--- src/rtl/bank_xbar_rsp_rob_pkg.sv ---
// rtl/bank_xbar_rsp_rob_pkg.sv - shared sizes and types for the bank response reorder buffer
package bank_xbar_rob_pkg;

  localparam int XBAR_NUM_CH    = 3;
  localparam int XBAR_ROB_DEPTH = 8;
  localparam int XBAR_ROB_PTR_W = 4;
  localparam int XBAR_DATA_W    = 128;

  typedef logic [2:0]                xbar_rob_num_t;
  typedef logic [1:0]                xbar_ch_id_t;
  typedef logic [XBAR_ROB_PTR_W-1:0] xbar_rob_ptr_t;

endpackage

--- src/rtl/bank_xbar_rsp_rob_if.sv ---
// rtl/bank_xbar_rsp_rob_if.sv - bank response port and per-channel alloc/release bundle
interface bank_xbar_rsp_rob_if;
  import bank_xbar_rob_pkg::*;

  logic                              sc_xbar_valid_i;
  logic                              sc_xbar_ready_o;
  xbar_ch_id_t                       sc_xbar_channel_id_i;
  xbar_rob_num_t                     sc_xbar_rob_num_i;
  logic [XBAR_DATA_W-1:0]            sc_xbar_data_i;
  logic [XBAR_NUM_CH-1:0]            ch_alloc_valid_i;
  logic [XBAR_NUM_CH-1:0]            ch_alloc_ready_o;
  logic [3*XBAR_NUM_CH-1:0]          ch_alloc_rob_num_o;
  logic [XBAR_NUM_CH-1:0]            ch_rsp_valid_o;
  logic [XBAR_NUM_CH-1:0]            ch_rsp_ready_i;
  logic [XBAR_DATA_W*XBAR_NUM_CH-1:0] ch_rsp_data_o;
  logic [4*XBAR_NUM_CH-1:0]          ch_credit_o;

  modport slave (
    input  sc_xbar_valid_i, sc_xbar_channel_id_i, sc_xbar_rob_num_i, sc_xbar_data_i,
    input  ch_alloc_valid_i, ch_rsp_ready_i,
    output sc_xbar_ready_o, ch_alloc_ready_o, ch_alloc_rob_num_o,
    output ch_rsp_valid_o, ch_rsp_data_o, ch_credit_o
  );

  modport master (
    output sc_xbar_valid_i, sc_xbar_channel_id_i, sc_xbar_rob_num_i, sc_xbar_data_i,
    output ch_alloc_valid_i, ch_rsp_ready_i,
    input  sc_xbar_ready_o, ch_alloc_ready_o, ch_alloc_rob_num_o,
    input  ch_rsp_valid_o, ch_rsp_data_o, ch_credit_o
  );

endinterface

--- src/rtl/bank_xbar_rsp_rob_ch.sv ---
// rtl/bank_xbar_rsp_rob_ch.sv - one channel of the reorder buffer (checks under XBAR_ROB_ERR_CHK_EN)
module bank_xbar_rob_ch
  import bank_xbar_rob_pkg::*;
(
  input  logic                   clk_i,
  input  logic                   rst_i,
  input  logic                   wr_en_i,
  input  xbar_rob_num_t          wr_rob_i,
  input  logic [XBAR_DATA_W-1:0] wr_data_i,
  input  logic                   alloc_valid_i,
  output logic                   alloc_ready_o,
  output xbar_rob_num_t          alloc_rob_num_o,
  output logic                   rsp_valid_o,
  input  logic                   rsp_ready_i,
  output logic [XBAR_DATA_W-1:0] rsp_data_o,
  output xbar_rob_ptr_t          credit_o,
  output logic                   err_o
);

  localparam xbar_rob_ptr_t DEPTH = xbar_rob_ptr_t'(XBAR_ROB_DEPTH);

  xbar_rob_ptr_t             alloc_ptr_q, alloc_ptr_d;
  xbar_rob_ptr_t             rel_ptr_q, rel_ptr_d;
  xbar_rob_ptr_t             used;
  logic [XBAR_ROB_DEPTH-1:0] vld_q, vld_d;
  logic [XBAR_DATA_W-1:0]    data_q [XBAR_ROB_DEPTH];
  logic                      err_q, err_d;
  logic                      full, alloc_fire, rel_fire, wr_store;
  xbar_rob_num_t             rel_idx;

  // Occupancy comes from the wrap-extended pointers, so 8 outstanding is distinct from empty.
  assign used            = alloc_ptr_q - rel_ptr_q;
  assign full            = (used == DEPTH);
  assign rel_idx         = xbar_rob_num_t'(rel_ptr_q);
  assign alloc_ready_o   = !full;
  assign alloc_rob_num_o = xbar_rob_num_t'(alloc_ptr_q);
  assign rsp_valid_o     = vld_q[rel_idx];
  assign rsp_data_o      = data_q[rel_idx];
  assign credit_o        = DEPTH - used;
  assign err_o           = err_q;
  assign alloc_fire      = alloc_valid_i & !full;
  assign rel_fire        = rsp_valid_o & rsp_ready_i;

`ifdef XBAR_ROB_ERR_CHK_EN
  xbar_rob_num_t wr_off;
  logic          wr_legal;

  // A slot is writable only if it lies in the allocated window and holds no response yet.
  assign wr_off   = wr_rob_i - rel_idx;
  assign wr_legal = ({1'b0, wr_off} < used) && !vld_q[wr_rob_i];
  assign wr_store = wr_en_i & wr_legal;
  assign err_d    = err_q | (wr_en_i & !wr_legal) | (alloc_valid_i & full);
`else
  assign wr_store = wr_en_i;
  assign err_d    = 1'b0;
`endif

  // Next-state for pointers and valid bits; a write lands after the release clear.
  always_comb begin
    alloc_ptr_d = alloc_ptr_q;
    rel_ptr_d   = rel_ptr_q;
    vld_d       = vld_q;
    if (alloc_fire) alloc_ptr_d = alloc_ptr_q + 1'b1;
    if (rel_fire) begin
      rel_ptr_d      = rel_ptr_q + 1'b1;
      vld_d[rel_idx] = 1'b0;
    end
    if (wr_store) vld_d[wr_rob_i] = 1'b1;
  end

  // Control state register; reset discards every pending entry.
  always_ff @(posedge clk_i or posedge rst_i) begin
    if (rst_i) begin
      alloc_ptr_q <= '0;
      rel_ptr_q   <= '0;
      vld_q       <= '0;
      err_q       <= 1'b0;
    end else begin
      alloc_ptr_q <= alloc_ptr_d;
      rel_ptr_q   <= rel_ptr_d;
      vld_q       <= vld_d;
      err_q       <= err_d;
    end
  end

  // Payload storage needs no reset since vld gates every read.
  always_ff @(posedge clk_i) begin
    if (wr_store) data_q[wr_rob_i] <= wr_data_i;
  end

endmodule

--- src/rtl/bank_xbar_rsp_rob.sv ---
// rtl/bank_xbar_rsp_rob.sv - per-channel response reorder buffer top (checks under XBAR_ROB_ERR_CHK_EN)
module bank_xbar_rsp_rob
  import bank_xbar_rob_pkg::*;
(
  input  logic               clk_i,
  input  logic               rst_i,
  bank_xbar_rsp_rob_if.slave bus,
  output logic               rob_err_o
);

  logic                   ready_q, ready_d;
  logic                   bad_err_q, bad_err_d;
  logic [XBAR_NUM_CH-1:0] ch_wr_en, alloc_ready, rsp_valid, ch_err;
  xbar_rob_num_t          alloc_rob [XBAR_NUM_CH];
  logic [XBAR_DATA_W-1:0] rsp_data  [XBAR_NUM_CH];
  xbar_rob_ptr_t          credit    [XBAR_NUM_CH];

  // Allocation guarantees space, so the bank port is always ready once out of reset.
  assign ready_d             = 1'b1;
  assign bus.sc_xbar_ready_o = ready_q;

`ifdef XBAR_ROB_ERR_CHK_EN
  logic bad_ch;
  assign bad_ch    = ready_q & bus.sc_xbar_valid_i & (int'(bus.sc_xbar_channel_id_i) >= XBAR_NUM_CH);
  assign bad_err_d = bad_err_q | bad_ch;
`else
  assign bad_err_d = 1'b0;
`endif

  assign rob_err_o = (|ch_err) | bad_err_q;

  for (genvar c = 0; c < XBAR_NUM_CH; c++) begin : g_ch
    assign ch_wr_en[c] = ready_q & bus.sc_xbar_valid_i &
                         (bus.sc_xbar_channel_id_i == xbar_ch_id_t'(c));

    bank_xbar_rob_ch u_ch (
      .clk_i           (clk_i),
      .rst_i           (rst_i),
      .wr_en_i         (ch_wr_en[c]),
      .wr_rob_i        (bus.sc_xbar_rob_num_i),
      .wr_data_i       (bus.sc_xbar_data_i),
      .alloc_valid_i   (bus.ch_alloc_valid_i[c]),
      .alloc_ready_o   (alloc_ready[c]),
      .alloc_rob_num_o (alloc_rob[c]),
      .rsp_valid_o     (rsp_valid[c]),
      .rsp_ready_i     (bus.ch_rsp_ready_i[c]),
      .rsp_data_o      (rsp_data[c]),
      .credit_o        (credit[c]),
      .err_o           (ch_err[c])
    );
  end

  // Pack per-channel results onto the flat bus vectors.
  always_comb begin
    bus.ch_alloc_ready_o   = alloc_ready;
    bus.ch_rsp_valid_o     = rsp_valid;
    bus.ch_alloc_rob_num_o = '0;
    bus.ch_rsp_data_o      = '0;
    bus.ch_credit_o        = '0;
    for (int c = 0; c < XBAR_NUM_CH; c++) begin
      bus.ch_alloc_rob_num_o[c*3 +: 3]          = alloc_rob[c];
      bus.ch_rsp_data_o[c*XBAR_DATA_W +: XBAR_DATA_W] = rsp_data[c];
      bus.ch_credit_o[c*4 +: 4]                 = credit[c];
    end
  end

  // Port-ready and bad-channel sticky flag registers.
  always_ff @(posedge clk_i or posedge rst_i) begin
    if (rst_i) begin
      ready_q   <= 1'b0;
      bad_err_q <= 1'b0;
    end else begin
      ready_q   <= ready_d;
      bad_err_q <= bad_err_d;
    end
  end

endmodule

--- src/flat_wrapper.sv ---
// flat-port wrapper written by rule: the top's interface ports become plain ports
module bank_xbar_rsp_rob_flat import bank_xbar_rob_pkg::*;
  (clk_i, rst_i, rob_err_o, bus_sc_xbar_valid_i, bus_sc_xbar_channel_id_i, bus_sc_xbar_rob_num_i, bus_sc_xbar_data_i, bus_ch_alloc_valid_i, bus_ch_rsp_ready_i, bus_sc_xbar_ready_o, bus_ch_alloc_ready_o, bus_ch_alloc_rob_num_o, bus_ch_rsp_valid_o, bus_ch_rsp_data_o, bus_ch_credit_o);
  bank_xbar_rsp_rob_if bus_i ();
  input  logic clk_i;
  input  logic rst_i;
  output logic rob_err_o;
  input wire logic [$bits(bus_i.sc_xbar_valid_i)-1:0] bus_sc_xbar_valid_i;
  input wire logic [$bits(bus_i.sc_xbar_channel_id_i)-1:0] bus_sc_xbar_channel_id_i;
  input wire logic [$bits(bus_i.sc_xbar_rob_num_i)-1:0] bus_sc_xbar_rob_num_i;
  input wire logic [$bits(bus_i.sc_xbar_data_i)-1:0] bus_sc_xbar_data_i;
  input wire logic [$bits(bus_i.ch_alloc_valid_i)-1:0] bus_ch_alloc_valid_i;
  input wire logic [$bits(bus_i.ch_rsp_ready_i)-1:0] bus_ch_rsp_ready_i;
  output wire logic [$bits(bus_i.sc_xbar_ready_o)-1:0] bus_sc_xbar_ready_o;
  output wire logic [$bits(bus_i.ch_alloc_ready_o)-1:0] bus_ch_alloc_ready_o;
  output wire logic [$bits(bus_i.ch_alloc_rob_num_o)-1:0] bus_ch_alloc_rob_num_o;
  output wire logic [$bits(bus_i.ch_rsp_valid_o)-1:0] bus_ch_rsp_valid_o;
  output wire logic [$bits(bus_i.ch_rsp_data_o)-1:0] bus_ch_rsp_data_o;
  output wire logic [$bits(bus_i.ch_credit_o)-1:0] bus_ch_credit_o;
  assign bus_i.sc_xbar_valid_i = bus_sc_xbar_valid_i;
  assign bus_i.sc_xbar_channel_id_i = bus_sc_xbar_channel_id_i;
  assign bus_i.sc_xbar_rob_num_i = bus_sc_xbar_rob_num_i;
  assign bus_i.sc_xbar_data_i = bus_sc_xbar_data_i;
  assign bus_i.ch_alloc_valid_i = bus_ch_alloc_valid_i;
  assign bus_i.ch_rsp_ready_i = bus_ch_rsp_ready_i;
  assign bus_sc_xbar_ready_o = bus_i.sc_xbar_ready_o;
  assign bus_ch_alloc_ready_o = bus_i.ch_alloc_ready_o;
  assign bus_ch_alloc_rob_num_o = bus_i.ch_alloc_rob_num_o;
  assign bus_ch_rsp_valid_o = bus_i.ch_rsp_valid_o;
  assign bus_ch_rsp_data_o = bus_i.ch_rsp_data_o;
  assign bus_ch_credit_o = bus_i.ch_credit_o;
  bank_xbar_rsp_rob u_core (.clk_i(clk_i), .rst_i(rst_i), .bus(bus_i), .rob_err_o(rob_err_o));
endmodule
--- config.mk ---
export PLATFORM = sky130hd
export DESIGN_NAME = bank_xbar_rsp_rob_flat
export DESIGN_NICKNAME = d
export VERILOG_FILES = /design/src/rtl/bank_xbar_rsp_rob_pkg.sv /design/src/rtl/bank_xbar_rsp_rob_if.sv /design/src/rtl/bank_xbar_rsp_rob_ch.sv /design/src/rtl/bank_xbar_rsp_rob.sv /design/src/flat_wrapper.sv
export SDC_FILE = /design/constraint.sdc
export NUM_CORES = 2
export LEC_CHECK = 0
export BUFFER_PORTS_ARGS = -buffer_cell sky130_fd_sc_hd__buf_2
export CAP_MARGIN = 25
export CORE_MARGIN = 1.5
export CORE_UTILIZATION = 28
export CTS_CLUSTER_DIAMETER = 100
export DETAILED_ROUTE_END_ITERATION = 7
export GPL_ROUTABILITY_DRIVEN = 1
export PLACE_DENSITY_LB_ADDON = 0.12
export RECOVER_POWER = 50
export SLEW_MARGIN = 20
export SYNTH_ARGS = -nofsm -noshare
export SYNTH_HDL_FRONTEND = slang
export SYNTH_HIERARCHICAL = 1
export SYNTH_SLANG_ARGS = --single-unit
export TNS_END_PERCENT = 5
--- constraint.sdc ---
create_clock -name clk_i -period 9.6 [get_ports clk_i]
set_input_delay 1.92 -clock clk_i [delete_from_list [all_inputs] [get_ports clk_i]]
set_output_delay 1.92 -clock clk_i [all_outputs]
set_load 0.005 [all_outputs]
==> impl_summary.log <==
[metrics] clock tree skew after final layout: 0.0490 ns
[metrics] floorplan die width: 654 µm
[metrics] area fraction in compound gates after synthesis: 0.00310
[metrics] largest fanout of any net on the critical path: 64
[metrics] final period utilization: 0.814
[metrics] share of cell area taken by muxes after synthesis: 0.148
[metrics] CTS HTree Levels: 5
[metrics] Hold Worst Slack: 0.512 ns
[metrics] detailed-route vias per instance: 4.69
[metrics] LEAKAGE: 44.7 nW
[metrics] category of the critical setup timing path: in2reg
[metrics] Hold Vio Cnt, Final: 0
[metrics] initial standard-cell utilization of the core: 0.282
[metrics] num ports: 555
[metrics] required time of the critical path: 9.92 ns
[metrics] Post-Synthesis Cell Area: 0.119 mm²
[metrics] routability cong.: 0.701
[metrics] commonest register cell after synthesis: edfxtp_1
[metrics] CTS tree: yes
[metrics] most frequent standard cell in the layout excluding fill and tap cells: edfxtp_1
[metrics] Clock Latency Late Sink: 0.94 ns
[metrics] headroom to the max-slew limit: -3.69
[metrics] Max Buffers Root-to-Sink: 4
[metrics] Layout Nets: 6,511
[metrics] final number of max-transition violations: 906
[metrics] Via Count: 57,600
[metrics] nets in the synthesized netlist: 5,759
[metrics] Area contributors post-synth: edfxtp_1 78%, mux4_2 15%, nand2_1 3.7%
[metrics] TritonCTS sink count: 3,121
[metrics] Least-Margin Pin Slew: 7.03 ns
[metrics] area of the die: 0.427 mm²
[metrics] fmax: 128 MHz
[metrics] synthesized-area fraction occupied by adder cells: 0.00241
[metrics] register area share after synthesis: 0.788
[metrics] number of buffers created by CTS: 360
[metrics] drt first pass iters: 5
[metrics] number of DRC violations after detailed-routing iteration 0: 4,435
[metrics] MaxCap Viol Count: 20
[metrics] overall track demand over capacity in global routing: 0.165
[metrics] number of global-route vias before repair: 60,700
[metrics] fraction of post-synthesis cell area in the top cell type by area: 0.778
[metrics] Critical Path Sink Type: register
[metrics] count of hold-fix buffers inserted at cts: 0
[metrics] outcome: finished, violations left
[metrics] simple logic cell fraction of the synthesized area: 0.0420
[metrics] post-layout total power: 38.4 mW
[metrics] Post-CTS Repair Setup Buffers: 0
[metrics] YS warnings: 6
[metrics] Mean Syn Cell Area: 21.2 µm²
[metrics] # rows: 238
[metrics] Clk pin slew, worst setup/hold paths: 0.06 ns
[metrics] share of layout cells above drive strength 1: 0.273
[metrics] core region area: 0.421 mm²
[metrics] Die H: 654 µm
[metrics] largest net degree at the start of global routing: 106
[metrics] setup repair after global routing missed its margin: false
[metrics] pwr dens: 276 mW/mm²
[metrics] final number of setup-violating endpoints: 0
[metrics] shortest clock period the worst path allows after layout: 7.81 ns
[metrics] flops & latches, synth: 3,121
[metrics] Port Buffers: 553
[metrics] number of distinct library cell variants in the gate-level netlist after synthesis: 38
[metrics] synthesized instance count: 5,596
[metrics] worst vdd rail ir drop: 0.191 mV
[metrics] dominant combinational cell family by area after synthesis: multiplexers
[metrics] violated checks: capacitance limit, slew limit
[metrics] number of flops mapped to enable cells by yosys: 3,072
[metrics] data arrival time of the worst path: 8.14 ns
[metrics] synthesized-area fraction occupied by xor and xnor cells: 0.00244
[metrics] FFs w/ async S/R, synth: 0.0157
[metrics] initial antenna violation count: 37
[metrics] global-route wire length before repair: 494 mm
[metrics] final routed wirelength across all metal layers: 356 mm
[metrics] commonest cells after routing, fill and taps aside: 3,072 x edfxtp_1, 1,176 x nand2_1, 774 x mux4_2, 422 x buf_2, 365 x clkbuf_16
[metrics] dominant cell type by area after synthesis: edfxtp_1
[metrics] total overflow reported by the global router: 0
[metrics] average routed wire per standard cell: 29.0 µm
[metrics] hpwl dp: 195 mm
[metrics] # resized after CTS: 0
[metrics] type of origin of the critical path: input port
[metrics] area growth from synthesis to layout: 17.5%
[metrics] number of antenna-violating nets in the routed design: 0
[metrics] buffer cell driving the clock tree root: clkbuf_16
[metrics] worst min-delay path class: reg2reg
[metrics] DRC violation count after routing: 0
==> synthesized netlist by cell type, drive strengths merged, types with 9 or more instances <==
library cell and count:
edfxtp 3072, nand2 1179, mux4 774, buf 175, clkbuf 107, dfrtp 49, o21ai 30, xnor2 24
inv 22, nor2 21, ha 18, nand2b 18, nand4 18, mux2 9, nand3b 9, o31ai 9
xor2 9
==> sequential cells by signal, summed over array words and instances, names as in the netlist <==
signal,count
u_core/bus.sc_xbar_ready_o,1
u_core/g_ch.u_ch/alloc_ptr_q,12
u_core/g_ch.u_ch/rel_ptr_q,12
u_core/g_ch.u_ch/data_q,3072
u_core/g_ch.u_ch/vld_q,24
==> path summary, 6_finish.rpt <==
check	from	slack [ns]	cells past startpoint	to
worst min-delay path	u_core/g_ch[0].u_ch/vld_q[7]	0.51	1	u_core/g_ch[0].u_ch/vld_q[7]
max in group asynchronous	rst_i	7.27	2	u_core/g_ch[1].u_ch/rel_ptr_q[1]
worst max-delay path	bus_sc_xbar_channel_id_i[1]	1.79	5	u_core/g_ch[1].u_ch/data_q[2][76]
min in group asynchronous	rst_i	1.23	2	u_core/bus.sc_xbar_ready_o
worst min register to register	u_core/g_ch[0].u_ch/vld_q[7]	0.51	1	u_core/g_ch[0].u_ch/vld_q[7]
worst max register to register	u_core/bus.sc_xbar_ready_o	2.53	4	u_core/g_ch[1].u_ch/data_q[2][76]
==> metal layers <==
metal,routed length [µm],share of wire,global-route usage,vias up
li1,-,-,-,24100
met1,155000,0.44,0.221,31700
met2,177000,0.50,0.280,1390
met3,17800,0.050,0.0289,394
met4,6080,0.017,0.0307,12
met5,79,0.00022,0,-
==> layout make-up <==
type	instances	area, µm²
Timing Repair Buffer	672	3760
Inverter	22	105
Multi-Input combinational cell	2171	23600
Clock inverter	201	1820
Clock buffer	444	9450
Antenna cell	10	25.0
Fill cell	40000	281000
Sequential cell	3121	93500
Tap cell	5640	7060
==> cells by family (layout without fill, tap and decap cells) <==
group           count (synthesis)  after routing
compound gates                 60             60
xor+xnor                       33             33
fa+ha+maj                      21             21
buf+inv                       304           1339
flops                        3121           3121
mux                           783            783
other cells                     4             14
simple gates                 1270           1270
==> per-stage QoR <==
step / setup slack [ns] / instance area, µm² / util / instances / setup TNS, ns
global route: 1.65 / 139000 / 0.331 / 12300 / 0
CTS: 3.27 / 140000 / 0.332 / 12300 / 0
floorplan: -2.17 / 119000 / - / 5596 / -1384.92
finish: 1.79 / 139000 / 0.331 / 12300 / 0
global placement: 4.29 / 128000 / 0.305 / 11600 / 0
detailed placement: 4.33 / 128000 / 0.305 / 11600 / 0
==> report_power, final <==
group / switching (mW) / internal (mW)
Sequential: 0.296 / 15.1
Combinational: 5.65 / 4.21
Clock: 5.57 / 7.59
==> critical path, cell delays in order <==
cell and delay (ns):
clkbuf_1 0.08, and4b_1 0.47, nand2b_1 0.37, nor2_4 0.20
clkbuf_1 4.70
Note: power is estimated with default switching activity, not from simulation.
